===== config.mk =====
export PLATFORM = sky130hd
export DESIGN_NAME = control_sequencer
export DESIGN_NICKNAME = d
export VERILOG_FILES = /design/src/rtl/cpu_pkg.sv /design/src/rtl/reg_select_decoder.sv /design/src/rtl/control_sequencer.sv
export SDC_FILE = /design/constraint.sdc
export NUM_CORES = 1
export LEC_CHECK = 0
export CELL_PAD_IN_SITES_DETAIL_PLACEMENT = 1
export CELL_PAD_IN_SITES_GLOBAL_PLACEMENT = 2
export CORE_ASPECT_RATIO = 0.5
export CORE_MARGIN = 1.5
export CORE_UTILIZATION = 17
export CTS_CLUSTER_DIAMETER = 200
export CTS_CLUSTER_SIZE = 12
export DETAILED_ROUTE_END_ITERATION = 10
export PLACE_DENSITY_LB_ADDON = 0.1
export SLEW_MARGIN = 0
export SYNTH_ARGS = -nofsm -noshare
export SYNTH_HDL_FRONTEND = slang
export SYNTH_HIERARCHICAL = 1
export SYNTH_SLANG_ARGS = --single-unit
export TNS_END_PERCENT = 50

===== constraint.sdc =====
create_clock -name Clock -period 3.5 [get_ports Clock]
set_clock_uncertainty 0.2 [all_clocks]
set_input_delay 0.35 -clock Clock [delete_from_list [all_inputs] [get_ports Clock]]
set_output_delay 0.35 -clock Clock [all_outputs]
set_load 0.02 [all_outputs]

===== src/rtl/cpu_pkg.sv =====
// rtl/cpu_pkg.sv - opcodes, sequencer states and IR field positions for the Mini SRC control unit
package cpu_pkg;

    localparam logic [4:0] OP_ADD  = 5'b00011;
    localparam logic [4:0] OP_SUB  = 5'b00100;
    localparam logic [4:0] OP_AND  = 5'b00101;
    localparam logic [4:0] OP_OR   = 5'b00110;
    localparam logic [4:0] OP_ROR  = 5'b00111;
    localparam logic [4:0] OP_ROL  = 5'b01000;
    localparam logic [4:0] OP_SHR  = 5'b01001;
    localparam logic [4:0] OP_SHRA = 5'b01010;
    localparam logic [4:0] OP_SHL  = 5'b01011;
    localparam logic [4:0] OP_MUL  = 5'b01111;
    localparam logic [4:0] OP_DIV  = 5'b10000;
    localparam logic [4:0] OP_NEG  = 5'b10001;
    localparam logic [4:0] OP_NOT  = 5'b10010;
    localparam logic [4:0] OP_NOP  = 5'b11010;
    localparam logic [4:0] OP_HALT = 5'b11011;

    localparam int OPC_MSB = 31;
    localparam int OPC_LSB = 27;
    localparam int RA_MSB  = 26;
    localparam int RA_LSB  = 23;
    localparam int RB_MSB  = 22;
    localparam int RB_LSB  = 19;
    localparam int RC_MSB  = 18;
    localparam int RC_LSB  = 15;

    typedef enum logic [3:0] {
        S_RST   = 4'd0,
        S_T0    = 4'd1,
        S_T1    = 4'd2,
        S_T2    = 4'd3,
        S_T3    = 4'd4,
        S_T4    = 4'd5,
        S_T5    = 4'd6,
        S_HALT  = 4'd7,
        S_FAULT = 4'd8
    } state_t;

    function automatic logic is_three_op(input logic [4:0] op);
        case (op)
            OP_ADD, OP_SUB, OP_AND, OP_OR, OP_ROR, OP_ROL,
            OP_SHR, OP_SHRA, OP_SHL, OP_MUL, OP_DIV: return 1'b1;
            default:                                 return 1'b0;
        endcase
    endfunction

    function automatic logic is_unary(input logic [4:0] op);
        return (op == OP_NEG) || (op == OP_NOT);
    endfunction

    // Bit order matches {ADD,SUB,AND,OR,SHR,SHRA,SHL,ROR,ROL,MUL,DIV,NEG,NOT}
    function automatic logic [12:0] alu_onehot(input logic [4:0] op);
        case (op)
            OP_ADD:  return 13'b1_0000_0000_0000;
            OP_SUB:  return 13'b0_1000_0000_0000;
            OP_AND:  return 13'b0_0100_0000_0000;
            OP_OR:   return 13'b0_0010_0000_0000;
            OP_SHR:  return 13'b0_0001_0000_0000;
            OP_SHRA: return 13'b0_0000_1000_0000;
            OP_SHL:  return 13'b0_0000_0100_0000;
            OP_ROR:  return 13'b0_0000_0010_0000;
            OP_ROL:  return 13'b0_0000_0001_0000;
            OP_MUL:  return 13'b0_0000_0000_1000;
            OP_DIV:  return 13'b0_0000_0000_0100;
            OP_NEG:  return 13'b0_0000_0000_0010;
            OP_NOT:  return 13'b0_0000_0000_0001;
            default: return 13'b0;
        endcase
    endfunction

endpackage


===== src/rtl/reg_select_decoder.sv =====
// rtl/reg_select_decoder.sv - 4-bit register field to gated one-hot 16-bit select
module reg_select_decoder (
    input  logic [3:0]  field,
    input  logic        en,
    output logic [15:0] onehot
);

    assign onehot = en ? (16'd1 << field) : 16'd0;

endmodule


===== src/rtl/control_sequencer.sv =====
// rtl/control_sequencer.sv - hardwired fetch/decode/execute control unit for the Mini SRC datapath
module control_sequencer
    import cpu_pkg::*;
(
    input  logic        Clock,
    input  logic        Clear,
    input  logic [31:0] IR,
    input  logic        MemRdy,
    output logic        PCout,
    output logic        Zlowout,
    output logic        MDRout,
    output logic        R0out,  output logic R1out,  output logic R2out,  output logic R3out,
    output logic        R4out,  output logic R5out,  output logic R6out,  output logic R7out,
    output logic        R8out,  output logic R9out,  output logic R10out, output logic R11out,
    output logic        R12out, output logic R13out, output logic R14out, output logic R15out,
    output logic        PCin,
    output logic        IRin,
    output logic        Yin,
    output logic        Zin,
    output logic        MARin,
    output logic        MDRin,
    output logic        R0in,  output logic R1in,  output logic R2in,  output logic R3in,
    output logic        R4in,  output logic R5in,  output logic R6in,  output logic R7in,
    output logic        R8in,  output logic R9in,  output logic R10in, output logic R11in,
    output logic        R12in, output logic R13in, output logic R14in, output logic R15in,
    output logic        IncPC,
    output logic        Read,
    output logic        ADD, output logic SUB,  output logic AND, output logic OR,
    output logic        SHR, output logic SHRA, output logic SHL, output logic ROR,
    output logic        ROL, output logic MUL,  output logic DIV, output logic NEG,
    output logic        NOT,
    output logic        Run,
    output logic        Fault
);

    state_t      state;
    logic [4:0]  opcode;
    logic        three;
    logic        unary;
    logic        ra_en, rb_en, rc_en;
    logic [15:0] ra_vec, rb_vec, rc_vec;
    logic [15:0] r_out_vec;
    logic [12:0] alu_vec;
    logic        unused_ir;

    assign opcode    = IR[OPC_MSB:OPC_LSB];
    assign three     = is_three_op(opcode);
    assign unary     = is_unary(opcode);
    assign unused_ir = ^IR[RC_LSB-1:0];

    always_ff @(posedge Clock or posedge Clear) begin
        if (Clear) begin
            state <= S_RST;
        end else begin
            case (state)
                S_RST: state <= S_T0;
                S_T0:  state <= S_T1;
                S_T1:  if (MemRdy) state <= S_T2;
                S_T2: begin
                    if (opcode == OP_NOP)       state <= S_T0;
                    else if (opcode == OP_HALT) state <= S_HALT;
                    else if (three || unary)    state <= S_T3;
                    else                        state <= S_FAULT;
                end
                S_T3:    state <= S_T4;
                S_T4:    state <= unary ? S_T0 : S_T5;
                S_T5:    state <= S_T0;
                S_HALT:  state <= S_HALT;
                S_FAULT: state <= S_FAULT;
                default: state <= S_RST;
            endcase
        end
    end

    // Rb drives the bus in T3 for both op classes, Rc only in T4 of three-operand ops
    assign rb_en = (state == S_T3) && (three || unary);
    assign rc_en = (state == S_T4) && three;
    assign ra_en = ((state == S_T5) && three) || ((state == S_T4) && unary);

    reg_select_decoder u_ra_in  (.field(IR[RA_MSB:RA_LSB]), .en(ra_en), .onehot(ra_vec));
    reg_select_decoder u_rb_out (.field(IR[RB_MSB:RB_LSB]), .en(rb_en), .onehot(rb_vec));
    reg_select_decoder u_rc_out (.field(IR[RC_MSB:RC_LSB]), .en(rc_en), .onehot(rc_vec));

    assign r_out_vec = rb_vec | rc_vec;

    always_comb begin
        PCout   = 1'b0;
        Zlowout = 1'b0;
        MDRout  = 1'b0;
        PCin    = 1'b0;
        IRin    = 1'b0;
        Yin     = 1'b0;
        Zin     = 1'b0;
        MARin   = 1'b0;
        MDRin   = 1'b0;
        IncPC   = 1'b0;
        Read    = 1'b0;
        alu_vec = 13'b0;
        Run     = (state != S_HALT) && (state != S_FAULT);
        Fault   = (state == S_FAULT);
        case (state)
            S_T0: begin
                PCout = 1'b1;
                MARin = 1'b1;
                IncPC = 1'b1;
                Zin   = 1'b1;
            end
            S_T1: begin
                Zlowout = 1'b1;
                PCin    = 1'b1;
                Read    = 1'b1;
                MDRin   = 1'b1;
            end
            S_T2: begin
                MDRout = 1'b1;
                IRin   = 1'b1;
            end
            S_T3: begin
                if (three) begin
                    Yin = 1'b1;
                end else if (unary) begin
                    alu_vec = alu_onehot(opcode);
                    Zin     = 1'b1;
                end
            end
            S_T4: begin
                if (three) begin
                    alu_vec = alu_onehot(opcode);
                    Zin     = 1'b1;
                end else if (unary) begin
                    Zlowout = 1'b1;
                end
            end
            S_T5:    Zlowout = 1'b1;
            default: ;
        endcase
    end

    assign {ADD, SUB, AND, OR, SHR, SHRA, SHL, ROR, ROL, MUL, DIV, NEG, NOT} = alu_vec;

    assign {R15out, R14out, R13out, R12out, R11out, R10out, R9out, R8out,
            R7out,  R6out,  R5out,  R4out,  R3out,  R2out,  R1out, R0out} = r_out_vec;

    assign {R15in, R14in, R13in, R12in, R11in, R10in, R9in, R8in,
            R7in,  R6in,  R5in,  R4in,  R3in,  R2in,  R1in, R0in} = ra_vec;

endmodule

# Yosys cells after proc, flatten, opt, wreduce, memory -nomap -nowiden
# Memories as Yosys holds them, arrays and structs flattened.
# Cells that the tools add are included.
# totals
reg_bits	4
rom_bits	864
output_inout_bits	58
wordCells	56
mem_count	3
# op_classes
n_eq_ne	15
n_shift	3
muxes	22
bitwise	1
reduce_logical	11
# mem_list
name	words	width	read_ports	rd_clocked_by_memory_dff	write_ports	line	rtl
(name not given)	32	13	1	0	0	cpu_pkg.sv:55	case (op)
(name not given)	32	13	1	0	0	cpu_pkg.sv:55	
(name not given)	32	1	1	0	0	cpu_pkg.sv:42	case (op)
# op_table
operator	n
2-to-1 mux 16 bit	3
left shift 1 x 4 -> 16 bit (first input constant)	3
2-to-1 mux 13 bit	3
one-hot mux 4 bit (8 select lines)	1
one-hot mux 13 bit (2 select lines)	1
== test 5 bit (second input constant)	4
== test 4 x 3 -> 1 bit (second input constant)	4
2-to-1 mux 4 bit	4
bitwise OR 16 bit	1
== test 4 x 2 -> 1 bit (second input constant)	2
2-to-1 mux 1 bit	7
logical AND 1 bit	5
== test 4 x 1 -> 1 bit (second input constant)	1
== test 4 bit (second input constant)	1
logical NOT 4 bit	1
inequality test 4 x 3 -> 1 bit (second input constant)	1
inequality test 4 bit (second input constant)	1
OR reduction 2 bit	2
logical OR 1 bit	3
2-to-1 mux 3 bit	1
one-hot mux 1 bit (3 select lines)	1
inequality test 2 bit (second input constant)	1
one-hot mux 1 bit (2 select lines)	1

# Logic depth before layout (Yosys ltp)
# Gate-level depths: netlist of run 1.
# depth
ltp_word	7
depth_mapped	8
ltp_nobuf	7

# By module
# Netlist of run 1, hierarchy kept.
# by_module_without_submodules
module	instances	cells_per_inst	area_per_inst_um2	seq_area_each_um2
control_sequencer	1	120	864.6	100.1
reg_select_decoder	3	23	120.1	0.0

# Worst setup path before layout of run 1
# Ideal clock, no wire load.
# synth_path
path_type	input to output
startpoint	in IR[27]
endpoint	out R8in
arrival_time_ps	2214
slack_ps	736
path_stages	7
path_cell_list	buf_2 or4b_1 a21oi_1 o21bai_1 a21oi_1 or3b_4 nor2_1
# synth_between
elab_chain_cells	5
word_cells_on_any_way	8
cone_classes	2 x eq/ne; 1 x mux; 4 x reduce/logical; 1 x memory
# synth_lines
element	line	rtl
start: declaration	control_sequencer.sv:7	input logic [31:0] IR,
parallel branches: the longest is 3 deep, another holds memory (32 x 1 bit)	--	
logical OR 1 bit (*)	control_sequencer.sv:78	assign ra_en = ((state == S_T5) && three) || ((state == S_T4) && unary);
net ra_en	control_sequencer.sv:40	logic ra_en, rb_en, rc_en;
2-to-1 mux 16 bit (*)	reg_select_decoder.sv:8	assign onehot = en ? (16'd1 << field) : 16'd0;
end: declaration	control_sequencer.sv:24	output logic R8in, output logic R9in, output logic R10in, output logic R11in,
# Mark *: on every way through the listed nets, which the timed path passes.

# Worst setup path after layout of run 1
# layout_path
startpoint	in IR[30]
endpoint	out SUB
# layout_between
elab_chain_cells	5
word_cells_on_any_way	10
cone_classes	2 x eq/ne; 4 x mux; 1 x reduce/logical; 3 x memory
# layout_lines
element	line	rtl
parallel branches: the longest is 4 deep, another holds memory (32 x 13 bit)	--	
one-hot mux 13 bit (2 select lines) (*)	control_sequencer.sv:101	case (state)
end: declaration	control_sequencer.sv:28	output logic ADD, output logic SUB, output logic AND, output logic OR,
# Mark *: on every way between the ends.

==> impl_results.html, run 1 <==
<table>
<tr><th>Metric</th><th>Value</th></tr>
<tr><th colspan="2">Synthesis</th></tr>
<tr><td>Post-Synthesis Net Count</td><td>224</td></tr>
<tr><td>Number of instances in the synthesized netlist</td><td>189</td></tr>
<tr><td>Netlist area before placement</td><td>1220 µm²</td></tr>
<tr><td>Avg Synthesized Cell Area</td><td>6.48 µm²</td></tr>
<tr><td>Proportion of synthesized chip area in sequential cells</td><td>8.17%</td></tr>
<tr><td>Number of flops mapped to enable cells by yosys</td><td>0</td></tr>
<tr><td>Ys async rst share</td><td>100%</td></tr>
<tr><td>Share of Yosys cell area claimed by the top area cell type</td><td>13.5%</td></tr>
<tr><td>Post-synthesis sequential element count</td><td>4</td></tr>
<tr><td>Main synth FF type</td><td>dfrtp_1</td></tr>
<tr><td>Top area cells in the synthesized netlist</td><td>nor2_1, or2_2, dfrtp_1</td></tr>
<tr><td>Netlist cell types</td><td>43</td></tr>
<tr><td>Warnings, synthesis</td><td>6</td></tr>
<tr><td>Post-synthesis cell type with the largest combined area</td><td>nor2_1</td></tr>
<tr><th colspan="2">STA</th></tr>
<tr><td>Final setup vio count</td><td>0</td></tr>
<tr><td>Final Max Tran Viols</td><td>0</td></tr>
<tr><td>Final count of hold timing violations</td><td>0</td></tr>
<tr><td>Post-layout minimum cycle time</td><td>3.38 ns</td></tr>
<tr><td>Setup repair after global routing missed its margin</td><td>no</td></tr>
<tr><td>Period Utilization, post-route</td><td>96.6%</td></tr>
<tr><td>Achievable clock frequency</td><td>296 MHz</td></tr>
<tr><td>Final sum of negative setup slack</td><td>0 ns</td></tr>
<tr><td>Worst Tran Pin Value</td><td>0.715 ns</td></tr>
<tr><td>Final critical-path setup slack</td><td>0.118 ns</td></tr>
<tr><td>Relative slew slack</td><td>51.6%</td></tr>
<tr><th colspan="2">Clocking</th></tr>
<tr><td>Number of buffers inserted during clock tree synthesis</td><td>3</td></tr>
<tr><td>Number of hold-repair buffers added at the cts stage</td><td>0</td></tr>
<tr><td># Post-CTS Setup Buffers</td><td>0</td></tr>
<tr><td>Root Driver</td><td>clkbuf_16</td></tr>
<tr><td>Number of levels the H-tree was split into</td><td>1</td></tr>
<tr><td>Clock-pin slew on the worst setup and hold paths</td><td>0.03 ns</td></tr>
<tr><td>Clock buffer depth</td><td>2</td></tr>
<tr><td>Clk Latency, worst-skew pair</td><td>0.22 ns</td></tr>
<tr><td>Clock net sink count</td><td>4</td></tr>
<tr><td>CTS tree</td><td>done</td></tr>
<tr><th colspan="2">Cells and area</th></tr>
<tr><td>Number of flip-flops under the largest register name</td><td>4</td></tr>
<tr><td>Largest registers in the final layout</td><td>state x4</td></tr>
<tr><td>Register bank with the most flops</td><td>state</td></tr>
<tr><td>Highest-count cells in the layout ignoring fill and taps</td><td>nor2_1, clkdlybuf4s50_1, dlygate4sd2_1, buf_4, or2_2</td></tr>
<tr><td>Cell area after layout</td><td>2240 µm²</td></tr>
<tr><td>Fraction of layout instances using a drive strength above 1</td><td>24.3%</td></tr>
<tr><td>Diodes inserted</td><td>0</td></tr>
<tr><td>Synth-to-Final Area Change</td><td>82.5%</td></tr>
<tr><td>Layout net count</td><td>313</td></tr>
<tr><th colspan="2">GRT</th></tr>
<tr><td>Pin count of the biggest net entering global routing</td><td>15</td></tr>
<tr><td>Global-route wire length before repair</td><td>8.51 mm</td></tr>
<tr><td>Antenna violations before repair</td><td>0</td></tr>
<tr><td>Number of global-route vias before repair</td><td>1,712</td></tr>
<tr><td>Sum of overflow across all layers after global routing</td><td>0</td></tr>
<tr><td>GR Util All Layers</td><td>13.5%</td></tr>
<tr><th colspan="2">Status</th></tr>
<tr><td>Result of the run</td><td>finished clean</td></tr>
<tr><th colspan="2">Hold path</th></tr>
<tr><td>Worst min-delay path class</td><td>in2async</td></tr>
<tr><th colspan="2">Place</th></tr>
<tr><td>Worst Setup Slack post-DPL</td><td>-0.244 ns</td></tr>
<tr><td>Number of buffers added on ports</td><td>77</td></tr>
<tr><td>GP Congestion</td><td>0.827</td></tr>
<tr><td>Instance area at placement</td><td>2180 µm²</td></tr>
<tr><td>DPL Wire Length</td><td>4.31 mm</td></tr>
<tr><th colspan="2">Drt</th></tr>
<tr><td>Routed via count</td><td>1,649</td></tr>
<tr><td>Total iterations of the first detailed-routing run</td><td>4</td></tr>
<tr><td>Number of nets with antenna violations after detailed routing</td><td>0</td></tr>
<tr><td>Post-route DRC</td><td>0</td></tr>
<tr><td>DRT iter0 DRCs</td><td>52</td></tr>
<tr><td>Detailed Route WL</td><td>5.30 mm</td></tr>
<tr><td>Wire length per cell</td><td>14.4 µm</td></tr>
<tr><td>Via density</td><td>4.48</td></tr>
<tr><th colspan="2">Die</th></tr>
<tr><td>I/O pin count</td><td>93</td></tr>
<tr><td>Die X-Extent</td><td>123 µm</td></tr>
<tr><td>FP Rows</td><td>21</td></tr>
<tr><td>Height of the chip</td><td>63.0 µm</td></tr>
<tr><td>Full die area</td><td>7750 µm²</td></tr>
<tr><td>Placeable core area</td><td>6830 µm²</td></tr>
<tr><td>Initial Util</td><td>17.9%</td></tr>
<tr><th colspan="2">Setup path</th></tr>
<tr><td>Worst setup path class</td><td>in2out</td></tr>
<tr><td>Cell count of the worst reg-to-reg path</td><td>3</td></tr>
<tr><td>Arrival time of the worst setup path</td><td>2.83 ns</td></tr>
<tr><td>Launching element type of the critical path</td><td>input pin</td></tr>
<tr><td>Reg-to-reg startpoint</td><td>state[0]</td></tr>
<tr><td>Slack of the worst reg-to-reg path</td><td>1.67 ns</td></tr>
<tr><td>Worst-path fanout max</td><td>10</td></tr>
<tr><td>Critical Path, Cell by Cell</td><td>clkdlybuf4s50_1, buf_4, buf_4, or4bb_1, o311ai_2, o311ai_4, nor4_1, clkdlybuf4s50_1</td></tr>
<tr><td>Crit-path slowest cell</td><td>clkdlybuf4s50_1</td></tr>
<tr><td>Worst path max stage delay</td><td>0.65 ns</td></tr>
<tr><td>Required time worst endpoint</td><td>2.95 ns</td></tr>
<tr><td>Endpoint of the worst-slack reg-to-reg timing path</td><td>state[3]</td></tr>
<tr><td>Endpoint type of the worst setup path</td><td>output pin</td></tr>
<tr><td>Cell class contributing the biggest share of worst-path delay</td><td>buffers and inverters</td></tr>
<tr><td>Buf/Inv on CP</td><td>4</td></tr>
<tr><th colspan="2">Run</th></tr>
<tr><td>Number of maximum-capacitance constraint violations</td><td>0</td></tr>
<tr><th colspan="2">Power</th></tr>
<tr><td>Leakage power summed over all cells</td><td>0.000998 µW</td></tr>
<tr><td>Power density of the placed cells</td><td>402 nW/µm²</td></tr>
<tr><td>Largest vdd supply drop</td><td>0.195 mV</td></tr>
</table>
stage by stage:
| stage | std cells | util (%) | power [µW] | hold slack (ns) |
|---|---|---|---|---|
| after floorplan | 189 | - | 489 | -0.0839 |
| after global placement | 365 | 31.9 | 722 | 0.359 |
| after detailed placement | 365 | 31.9 | 726 | 0.367 |
| after CTS | 368 | 32.5 | 905 | 0.134 |
| after global routing | 368 | 32.7 | 954 | 0.149 |
| final | 368 | 32.7 | 900 | 0.131 |
area by class of cell:
| cell class | count | area [µm²] |
|---|---|---|
| fillers | 864 | 4600 |
| repair buffers | 100 | 898 |
| clock buffers | 3 | 75.1 |
| multi-input cells | 165 | 1030 |
| well taps | 92 | 115 |
| inverters | 4 | 15.0 |
| flip-flops and latches | 4 | 100 |
synth_stat cells, types with 5 or more instances:
| cell | number |
|---|---|
| nand3b_1 | 8 |
| nand2_1 | 5 |
| nand3_1 | 5 |
| buf_4 | 6 |
| nor4_1 | 7 |
| nor3_1 | 16 |
| nor2_1 | 44 |
| nand2b_1 | 14 |
| a21oi_1 | 5 |
| or2_2 | 18 |
power by group:
group	total, µW	internal, µW	switching, µW
Clock	175	146	29.5
Sequential	109	70.4	38.2
Combinational	616	282	334
Total	900	498	401
per-layer routing:
layer,vias up,global-route usage [%],routed length (µm),share of wire [%]
met5,-,0,0,0
met4,0,2.16,0,0
met3,0,2.74,400,7.6
met2,49,22.7,2420,46
met1,764,17.9,2480,47
li1,836,-,-,-
timing repair:
item | in CTS | in global routing
pin swaps | 0 | 0
cloned | 0 | 0
setup endpoints to repair | 32 | 15
resized for setup | 33 | 15
cell families after synthesis:
logic type	share of synthesized area (%)
XOR/XNOR	1.43
buffers and inverters	9.50
AO/OA/AOI/OAI	14.0
AND/OR/NAND/NOR	66.9
flip-flops	8.17
how the worst max path moves through the flow:
stage,startpoint,endpoint,cells after the start
after global routing,IR[28],R0out,9
final,IR[30],SUB,8
after detailed placement,IR[28],R0out,9
after CTS,IR[30],SHL,8
after global placement,IR[27],R0out,9
after floorplan,IR[27],R8in,7
Note: power is estimated with default switching activity, not from simulation.
==> run 2, diff against run 1 <==
--- a/config.mk
+++ b/config.mk
@@ -8,7 +8,7 @@
 export CELL_PAD_IN_SITES_DETAIL_PLACEMENT = 1
 export CELL_PAD_IN_SITES_GLOBAL_PLACEMENT = 2
 export CORE_ASPECT_RATIO = 0.5
-export CORE_MARGIN = 1.5
+export CORE_MARGIN = 2
 export CORE_UTILIZATION = 17
 export CTS_CLUSTER_DIAMETER = 200
 export CTS_CLUSTER_SIZE = 12
==> run 2 against run 1 <==
Compared with the run above:
- sequential share of layout area is 0.14 points lower
- hold slack lost 0.011 ns
- power decreased by 1.0%
- critical endpoint is now ADD
==> impl_results.html, run 2 (synthesis results as in run 1) <==
<table>
<tr><th>Metric</th><th>Value</th></tr>
<tr><th colspan="2">Status</th></tr>
<tr><td>Result of the run</td><td>finished clean</td></tr>
<tr><th colspan="2">Setup path</th></tr>
<tr><td>Worst-path fanout max</td><td>9</td></tr>
<tr><td>Reg-to-reg startpoint</td><td>state[2]</td></tr>
<tr><td>Arrival time of the worst setup path</td><td>2.77 ns</td></tr>
<tr><td>Slack of the worst reg-to-reg path</td><td>1.65 ns</td></tr>
<tr><td>Cell count of the worst reg-to-reg path</td><td>4</td></tr>
<tr><td>Endpoint of the worst-slack reg-to-reg timing path</td><td>state[0]</td></tr>
<tr><td>Endpoint type of the worst setup path</td><td>output pin</td></tr>
<tr><td>Launching element type of the critical path</td><td>input pin</td></tr>
<tr><td>Required time worst endpoint</td><td>2.95 ns</td></tr>
<tr><td>Worst setup path class</td><td>in2out</td></tr>
<tr><th colspan="2">Clocking</th></tr>
<tr><td>Clock net sink count</td><td>4</td></tr>
<tr><td>Number of buffers inserted during clock tree synthesis</td><td>3</td></tr>
<tr><td>Root Driver</td><td>clkbuf_16</td></tr>
<tr><td># Post-CTS Setup Buffers</td><td>0</td></tr>
<tr><td>Clock-pin slew on the worst setup and hold paths</td><td>0.03 ns</td></tr>
<tr><td>Clock buffer depth</td><td>2</td></tr>
<tr><td>CTS tree</td><td>done</td></tr>
<tr><td>Number of levels the H-tree was split into</td><td>1</td></tr>
<tr><td>Clk Latency, worst-skew pair</td><td>0.22 ns</td></tr>
<tr><th colspan="2">STA</th></tr>
<tr><td>Final Max Tran Viols</td><td>0</td></tr>
<tr><td>Relative slew slack</td><td>54.7%</td></tr>
<tr><td>Final sum of negative setup slack</td><td>0 ns</td></tr>
<tr><td>Period Utilization, post-route</td><td>94.9%</td></tr>
<tr><td>Final setup vio count</td><td>0</td></tr>
<tr><td>Worst Tran Pin Value</td><td>0.670 ns</td></tr>
<tr><td>Post-layout minimum cycle time</td><td>3.32 ns</td></tr>
<tr><td>Achievable clock frequency</td><td>301 MHz</td></tr>
<tr><td>Setup repair after global routing missed its margin</td><td>no</td></tr>
<tr><td>Final count of hold timing violations</td><td>0</td></tr>
<tr><td>Tightest hold margin</td><td>0.120 ns</td></tr>
<tr><th colspan="2">GRT</th></tr>
<tr><td>Global-route wire length before repair</td><td>8.64 mm</td></tr>
<tr><td>Sum of overflow across all layers after global routing</td><td>0</td></tr>
<tr><td>Number of global-route vias before repair</td><td>1,767</td></tr>
<tr><td>Antenna violations before repair</td><td>0</td></tr>
<tr><td>GR Util All Layers</td><td>13.5%</td></tr>
<tr><td>Pin count of the biggest net entering global routing</td><td>19</td></tr>
<tr><th colspan="2">Cells and area</th></tr>
<tr><td>Register bank with the most flops</td><td>state</td></tr>
<tr><td>Diodes inserted</td><td>0</td></tr>
<tr><td>Final design utilization</td><td>33.8%</td></tr>
<tr><td>Layout net count</td><td>315</td></tr>
<tr><td>Number of cells in the finished layout apart from fillers</td><td>370</td></tr>
<tr><td>Largest registers in the final layout</td><td>state x4</td></tr>
<tr><td>Highest-count cells in the layout ignoring fill and taps</td><td>nor2_1, clkdlybuf4s50_1, buf_4, or2_2, dlymetal6s2s_1</td></tr>
<tr><td>Fraction of layout instances using a drive strength above 1</td><td>25.9%</td></tr>
<tr><td>Number of flip-flops under the largest register name</td><td>4</td></tr>
<tr><td>Synth-to-Final Area Change</td><td>88.6%</td></tr>
<tr><td>Most common library cell in the layout ignoring fill and taps</td><td>nor2_1</td></tr>
<tr><th colspan="2">Die</th></tr>
<tr><td>I/O pin count</td><td>93</td></tr>
<tr><td>FP Rows</td><td>21</td></tr>
<tr><td>Full die area</td><td>7940 µm²</td></tr>
<tr><td>Initial Util</td><td>17.9%</td></tr>
<tr><td>Die X-Extent</td><td>124 µm</td></tr>
<tr><td>Height of the chip</td><td>64.0 µm</td></tr>
<tr><td>Placeable core area</td><td>6830 µm²</td></tr>
<tr><th colspan="2">Place</th></tr>
<tr><td>Number of cells after detailed placement</td><td>367</td></tr>
<tr><td>DPL Wire Length</td><td>4.35 mm</td></tr>
<tr><td>GP Congestion</td><td>0.812</td></tr>
<tr><td>Number of buffers added on ports</td><td>77</td></tr>
<tr><th colspan="2">Hold path</th></tr>
<tr><td>Worst min-delay path class</td><td>in2async</td></tr>
<tr><th colspan="2">Drt</th></tr>
<tr><td>Total iterations of the first detailed-routing run</td><td>4</td></tr>
<tr><td>Detailed Route WL</td><td>5.22 mm</td></tr>
<tr><td>Wire length per cell</td><td>14.1 µm</td></tr>
<tr><td>Post-route DRC</td><td>0</td></tr>
<tr><td>Routed via count</td><td>1,652</td></tr>
<tr><td>Via density</td><td>4.46</td></tr>
<tr><td>DRT iter0 DRCs</td><td>57</td></tr>
<tr><td>Number of nets with antenna violations after detailed routing</td><td>0</td></tr>
<tr><th colspan="2">Power</th></tr>
<tr><td>Power after layout</td><td>891 µW</td></tr>
<tr><td>Leakage power summed over all cells</td><td>0.00122 µW</td></tr>
<tr><td>Largest vdd supply drop</td><td>0.229 mV</td></tr>
<tr><td>Power density of the placed cells</td><td>386 nW/µm²</td></tr>
<tr><th colspan="2">Run</th></tr>
<tr><td>Number of maximum-capacitance constraint violations</td><td>0</td></tr>
</table>
## run 2: cell types whose count changed in the layout (fill, tap and decap cells not counted), sizes merged
cell,change
buf,+2
clkdlybuf4s15,+4
dlygate4sd2,-14
clkbuf,+1
clkdlybuf4s50,-6
dlymetal6s2s,+15
## run 2: what timing repair did
| action | CTS | global route |
|---|---|---|
| endpoints found under the setup margin | 23 | 30 |
| hold endpoints to repair | 0 | 0 |
| hold buffers | 0 | 0 |
| resized for setup | 24 | 37 |
## run 2: power by group
group | internal (µW) | leakage (µW) | switching (µW)
Clock | 146 | 0.0000370 | 32.2
Combinational | 277 | 0.00114 | 318
Sequential | 70.2 | 0.0000504 | 47.4
Total | 493 | 0.00122 | 398
## run 2: worst max-delay path by stage
stage	cells past startpoint	from	slack (ns)	to
2_1_floorplan	7	IR[27]	0.74	R8in
3_3_place_gp	9	IR[30]	-0.21	R0out
3_5_place_dp	9	IR[27]	-0.25	R0out
4_1_cts	10	IR[28]	0.01	R3in
5_1_grt	10	IR[30]	0.02	R4out
6_report	8	IR[28]	0.18	ADD
## run 2: critical path: stages
cell	delay, ns
clkdlybuf4s50_1	0.43
buf_4	0.19
buf_4	0.15
or3b_1	0.42
nor3_2	0.24
o311ai_4	0.21
nor2_1	0.16
clkdlybuf4s50_1	0.62
## run 2: stage by stage
stage          worst slack [ns]  area (µm²)
2_1_floorplan             0.736        1220
3_3_place_gp             -0.208        2200
3_5_place_dp             -0.248        2200
4_1_cts                  0.0135        2250
5_1_grt                  0.0174        2310
6_report                  0.179        2310
## run 2: layout make-up
cell class              count  area [µm²]
clock buffers               3        75.1
fillers                   848        4520
inverters                   4        15.0
multi-input cells         165        1040
flip-flops and latches      4         100
well taps                  92         115
repair buffers            102         963
## run 2: routing by layer
| metal | GRT usage [%] | share of wire [%] |
|---|---|---|
| met1 | 17.9 | 47 |
| met2 | 22.5 | 46 |
| met3 | 3.39 | 7.6 |
| met4 | 1.83 | 0.21 |
| met5 | 0 | 0 |
==> run 3, diff against run 2 <==
--- a/config.mk
+++ b/config.mk
@@ -8,7 +8,6 @@
 export CELL_PAD_IN_SITES_DETAIL_PLACEMENT = 1
 export CELL_PAD_IN_SITES_GLOBAL_PLACEMENT = 2
 export CORE_ASPECT_RATIO = 0.5
-export CORE_MARGIN = 2
 export CORE_UTILIZATION = 17
 export CTS_CLUSTER_DIAMETER = 200
 export CTS_CLUSTER_SIZE = 12
==> run 3 against run 2 <==
Compared with the run above:
- setup slack lost 0.083 ns
- routed wire length shrank 1.1%
- core utilization shrank 0.31 points
- hold slack is essentially flat
- cell area shrank 0.92%
- critical path depth is the same
- count of clock-buffer cells in the layout is the same
- critical path type unchanged
- critical endpoint is now OR
==> impl_results.html, run 3 (synthesis results as in run 1) <==
<table>
<tr><th>Metric</th><th>Value</th></tr>
<tr><th colspan="2">Clocking</th></tr>
<tr><td>Root Driver</td><td>clkbuf_16</td></tr>
<tr><td>Clk Latency, worst-skew pair</td><td>0.23 ns</td></tr>
<tr><td>Clock buffer depth</td><td>2</td></tr>
<tr><td>CTS tree</td><td>done</td></tr>
<tr><td>Number of levels the H-tree was split into</td><td>1</td></tr>
<tr><td>Clock-pin slew on the worst setup and hold paths</td><td>0.03 ns</td></tr>
<tr><td>Number of buffers inserted during clock tree synthesis</td><td>3</td></tr>
<tr><td>Clock net sink count</td><td>4</td></tr>
<tr><th colspan="2">Place</th></tr>
<tr><td>GP Congestion</td><td>0.810</td></tr>
<tr><td>Worst Setup Slack post-DPL</td><td>-0.192 ns</td></tr>
<tr><td>Number of cells after detailed placement</td><td>366</td></tr>
<tr><td>DPL Wire Length</td><td>4.27 mm</td></tr>
<tr><td>Instance area at placement</td><td>2190 µm²</td></tr>
<tr><td>Number of buffers added on ports</td><td>77</td></tr>
<tr><th colspan="2">Cells and area</th></tr>
<tr><td>Final design utilization</td><td>33.5%</td></tr>
<tr><td>Synth-to-Final Area Change</td><td>86.8%</td></tr>
<tr><td>Largest registers in the final layout</td><td>state x4</td></tr>
<tr><td>Most common library cell in the layout ignoring fill and taps</td><td>nor2_1</td></tr>
<tr><td>Layout net count</td><td>314</td></tr>
<tr><td>Cell area after layout</td><td>2290 µm²</td></tr>
<tr><td>Register bank with the most flops</td><td>state</td></tr>
<tr><td>Fraction of layout instances using a drive strength above 1</td><td>23.1%</td></tr>
<tr><td>Number of flip-flops under the largest register name</td><td>4</td></tr>
<tr><td>Highest-count cells in the layout ignoring fill and taps</td><td>nor2_1, clkdlybuf4s50_1, buf_4, or2_2</td></tr>
<tr><td>Diodes inserted</td><td>0</td></tr>
<tr><td>Layout fillers</td><td>839</td></tr>
<tr><td>Number of cells in the finished layout apart from fillers</td><td>369</td></tr>
<tr><th colspan="2">STA</th></tr>
<tr><td>Final Max Tran Viols</td><td>0</td></tr>
<tr><td>Post-layout minimum cycle time</td><td>3.40 ns</td></tr>
<tr><td>Period Utilization, post-route</td><td>97.3%</td></tr>
<tr><td>Final setup vio count</td><td>0</td></tr>
<tr><td>Final critical-path setup slack</td><td>0.0961 ns</td></tr>
<tr><td>Worst Tran Pin Value</td><td>0.612 ns</td></tr>
<tr><td>Final count of hold timing violations</td><td>0</td></tr>
<tr><td>Tightest hold margin</td><td>0.120 ns</td></tr>
<tr><td>Relative slew slack</td><td>58.6%</td></tr>
<tr><td>Achievable clock frequency</td><td>294 MHz</td></tr>
<tr><th colspan="2">Setup path</th></tr>
<tr><td>Arrival time of the worst setup path</td><td>2.85 ns</td></tr>
<tr><td>Worst-path fanout max</td><td>9</td></tr>
<tr><td>Critical Path, Cell by Cell</td><td>clkdlybuf4s50_1, buf_4, buf_4, or3b_1, nor3_2, o311ai_4, nor4_1, clkdlybuf4s50_1</td></tr>
<tr><td>Endpoint type of the worst setup path</td><td>output pin</td></tr>
<tr><td>Buf/Inv on CP</td><td>4</td></tr>
<tr><td>Endpoint of the worst-slack reg-to-reg timing path</td><td>state[0]</td></tr>
<tr><td>Worst setup path class</td><td>in2out</td></tr>
<tr><td>Slack of the worst reg-to-reg path</td><td>1.68 ns</td></tr>
<tr><td>Required time worst endpoint</td><td>2.95 ns</td></tr>
<tr><td>Cell count of the worst reg-to-reg path</td><td>4</td></tr>
<tr><td>Crit-path slowest cell</td><td>clkdlybuf4s50_1</td></tr>
<tr><td>Launching element type of the critical path</td><td>input pin</td></tr>
<tr><td>Cell class contributing the biggest share of worst-path delay</td><td>buffers and inverters</td></tr>
<tr><td>Worst path max stage delay</td><td>0.64 ns</td></tr>
<tr><td>Reg-to-reg startpoint</td><td>state[2]</td></tr>
<tr><th colspan="2">GRT</th></tr>
<tr><td>Sum of overflow across all layers after global routing</td><td>0</td></tr>
<tr><td>Antenna violations before repair</td><td>0</td></tr>
<tr><td>Global-route wire length before repair</td><td>8.28 mm</td></tr>
<tr><td>Pin count of the biggest net entering global routing</td><td>17</td></tr>
<tr><td>Number of global-route vias before repair</td><td>1,685</td></tr>
<tr><td>GR Util All Layers</td><td>14.0%</td></tr>
<tr><th colspan="2">Die</th></tr>
<tr><td>Initial Util</td><td>17.9%</td></tr>
<tr><td>Die X-Extent</td><td>122 µm</td></tr>
<tr><td>Full die area</td><td>7570 µm²</td></tr>
<tr><td>I/O pin count</td><td>93</td></tr>
<tr><td>FP Rows</td><td>21</td></tr>
<tr><td>Height of the chip</td><td>62.0 µm</td></tr>
<tr><td>Placeable core area</td><td>6830 µm²</td></tr>
<tr><th colspan="2">Drt</th></tr>
<tr><td>Post-route DRC</td><td>0</td></tr>
<tr><td>Number of nets with antenna violations after detailed routing</td><td>0</td></tr>
<tr><td>Routed via count</td><td>1,639</td></tr>
<tr><td>Wire length per cell</td><td>14.0 µm</td></tr>
<tr><td>Total iterations of the first detailed-routing run</td><td>4</td></tr>
<tr><td>Via density</td><td>4.44</td></tr>
<tr><td>Detailed Route WL</td><td>5.17 mm</td></tr>
<tr><td>DRT iter0 DRCs</td><td>52</td></tr>
<tr><th colspan="2">Hold path</th></tr>
<tr><td>Worst min-delay path class</td><td>in2async</td></tr>
<tr><th colspan="2">Power</th></tr>
<tr><td>Leakage power summed over all cells</td><td>0.00121 µW</td></tr>
<tr><td>Largest vdd supply drop</td><td>0.215 mV</td></tr>
<tr><td>Power density of the placed cells</td><td>394 nW/µm²</td></tr>
<tr><th colspan="2">Status</th></tr>
<tr><td>Result of the run</td><td>finished clean</td></tr>
<tr><th colspan="2">Run</th></tr>
<tr><td>Number of maximum-capacitance constraint violations</td><td>0</td></tr>
</table>
[run 3: worst max path at each step]
| stage | cells past startpoint | end | startpoint |
|---|---|---|---|
| finish | 8 | OR | IR[28] |
| global route | 10 | R6out | IR[30] |
| global placement | 9 | R0out | IR[30] |
| CTS | 10 | R2in | IR[28] |
| floorplan | 7 | R8in | IR[27] |
| detailed placement | 9 | R0out | IR[30] |
[run 3: per-stage QoR]
stage | total power (µW) | setup TNS (ns)
after floorplan | 489 | 0
after global placement | 724 | -2.86
after detailed placement | 728 | -2.85
after CTS | 911 | 0
after global routing | 962 | -0.0220
final | 901 | 0
[run 3: final cells by class]
cell class | count | area (µm²) | area share (%)
multi-input cells | 165 | 1020 | 44.7
repair buffers | 101 | 961 | 42.0
well taps | 92 | 115 | 5.03
flip-flops and latches | 4 | 100 | 4.37
clock buffers | 3 | 75.1 | 3.28
inverters | 4 | 15.0 | 0.656
[run 3: per-layer routing]
| metal | global-route usage [%] | share of wire (%) | up-vias | wire (µm) |
|---|---|---|---|---|
| li1 | - | - | 829 | - |
| met1 | 18.0 | 48 | 757 | 2490 |
| met2 | 24.8 | 44 | 51 | 2290 |
| met3 | 3.19 | 7.0 | 2 | 360 |
| met4 | 2.12 | 0.46 | 0 | 24 |
| met5 | 0 | 0 | - | 0 |
[run 3: report_power, final]
part	internal (µW)	switching (µW)	total, µW
Sequential	70.4	41.1	111
Combinational	283	327	610
Clock	146	33.6	180
Total	499	402	901
[run 3: what timing repair did]
action,in CTS,in global routing
setup endpoints to repair,22,33
resized for setup,22,27
buffers inserted,0,0
hold buffers,0,0
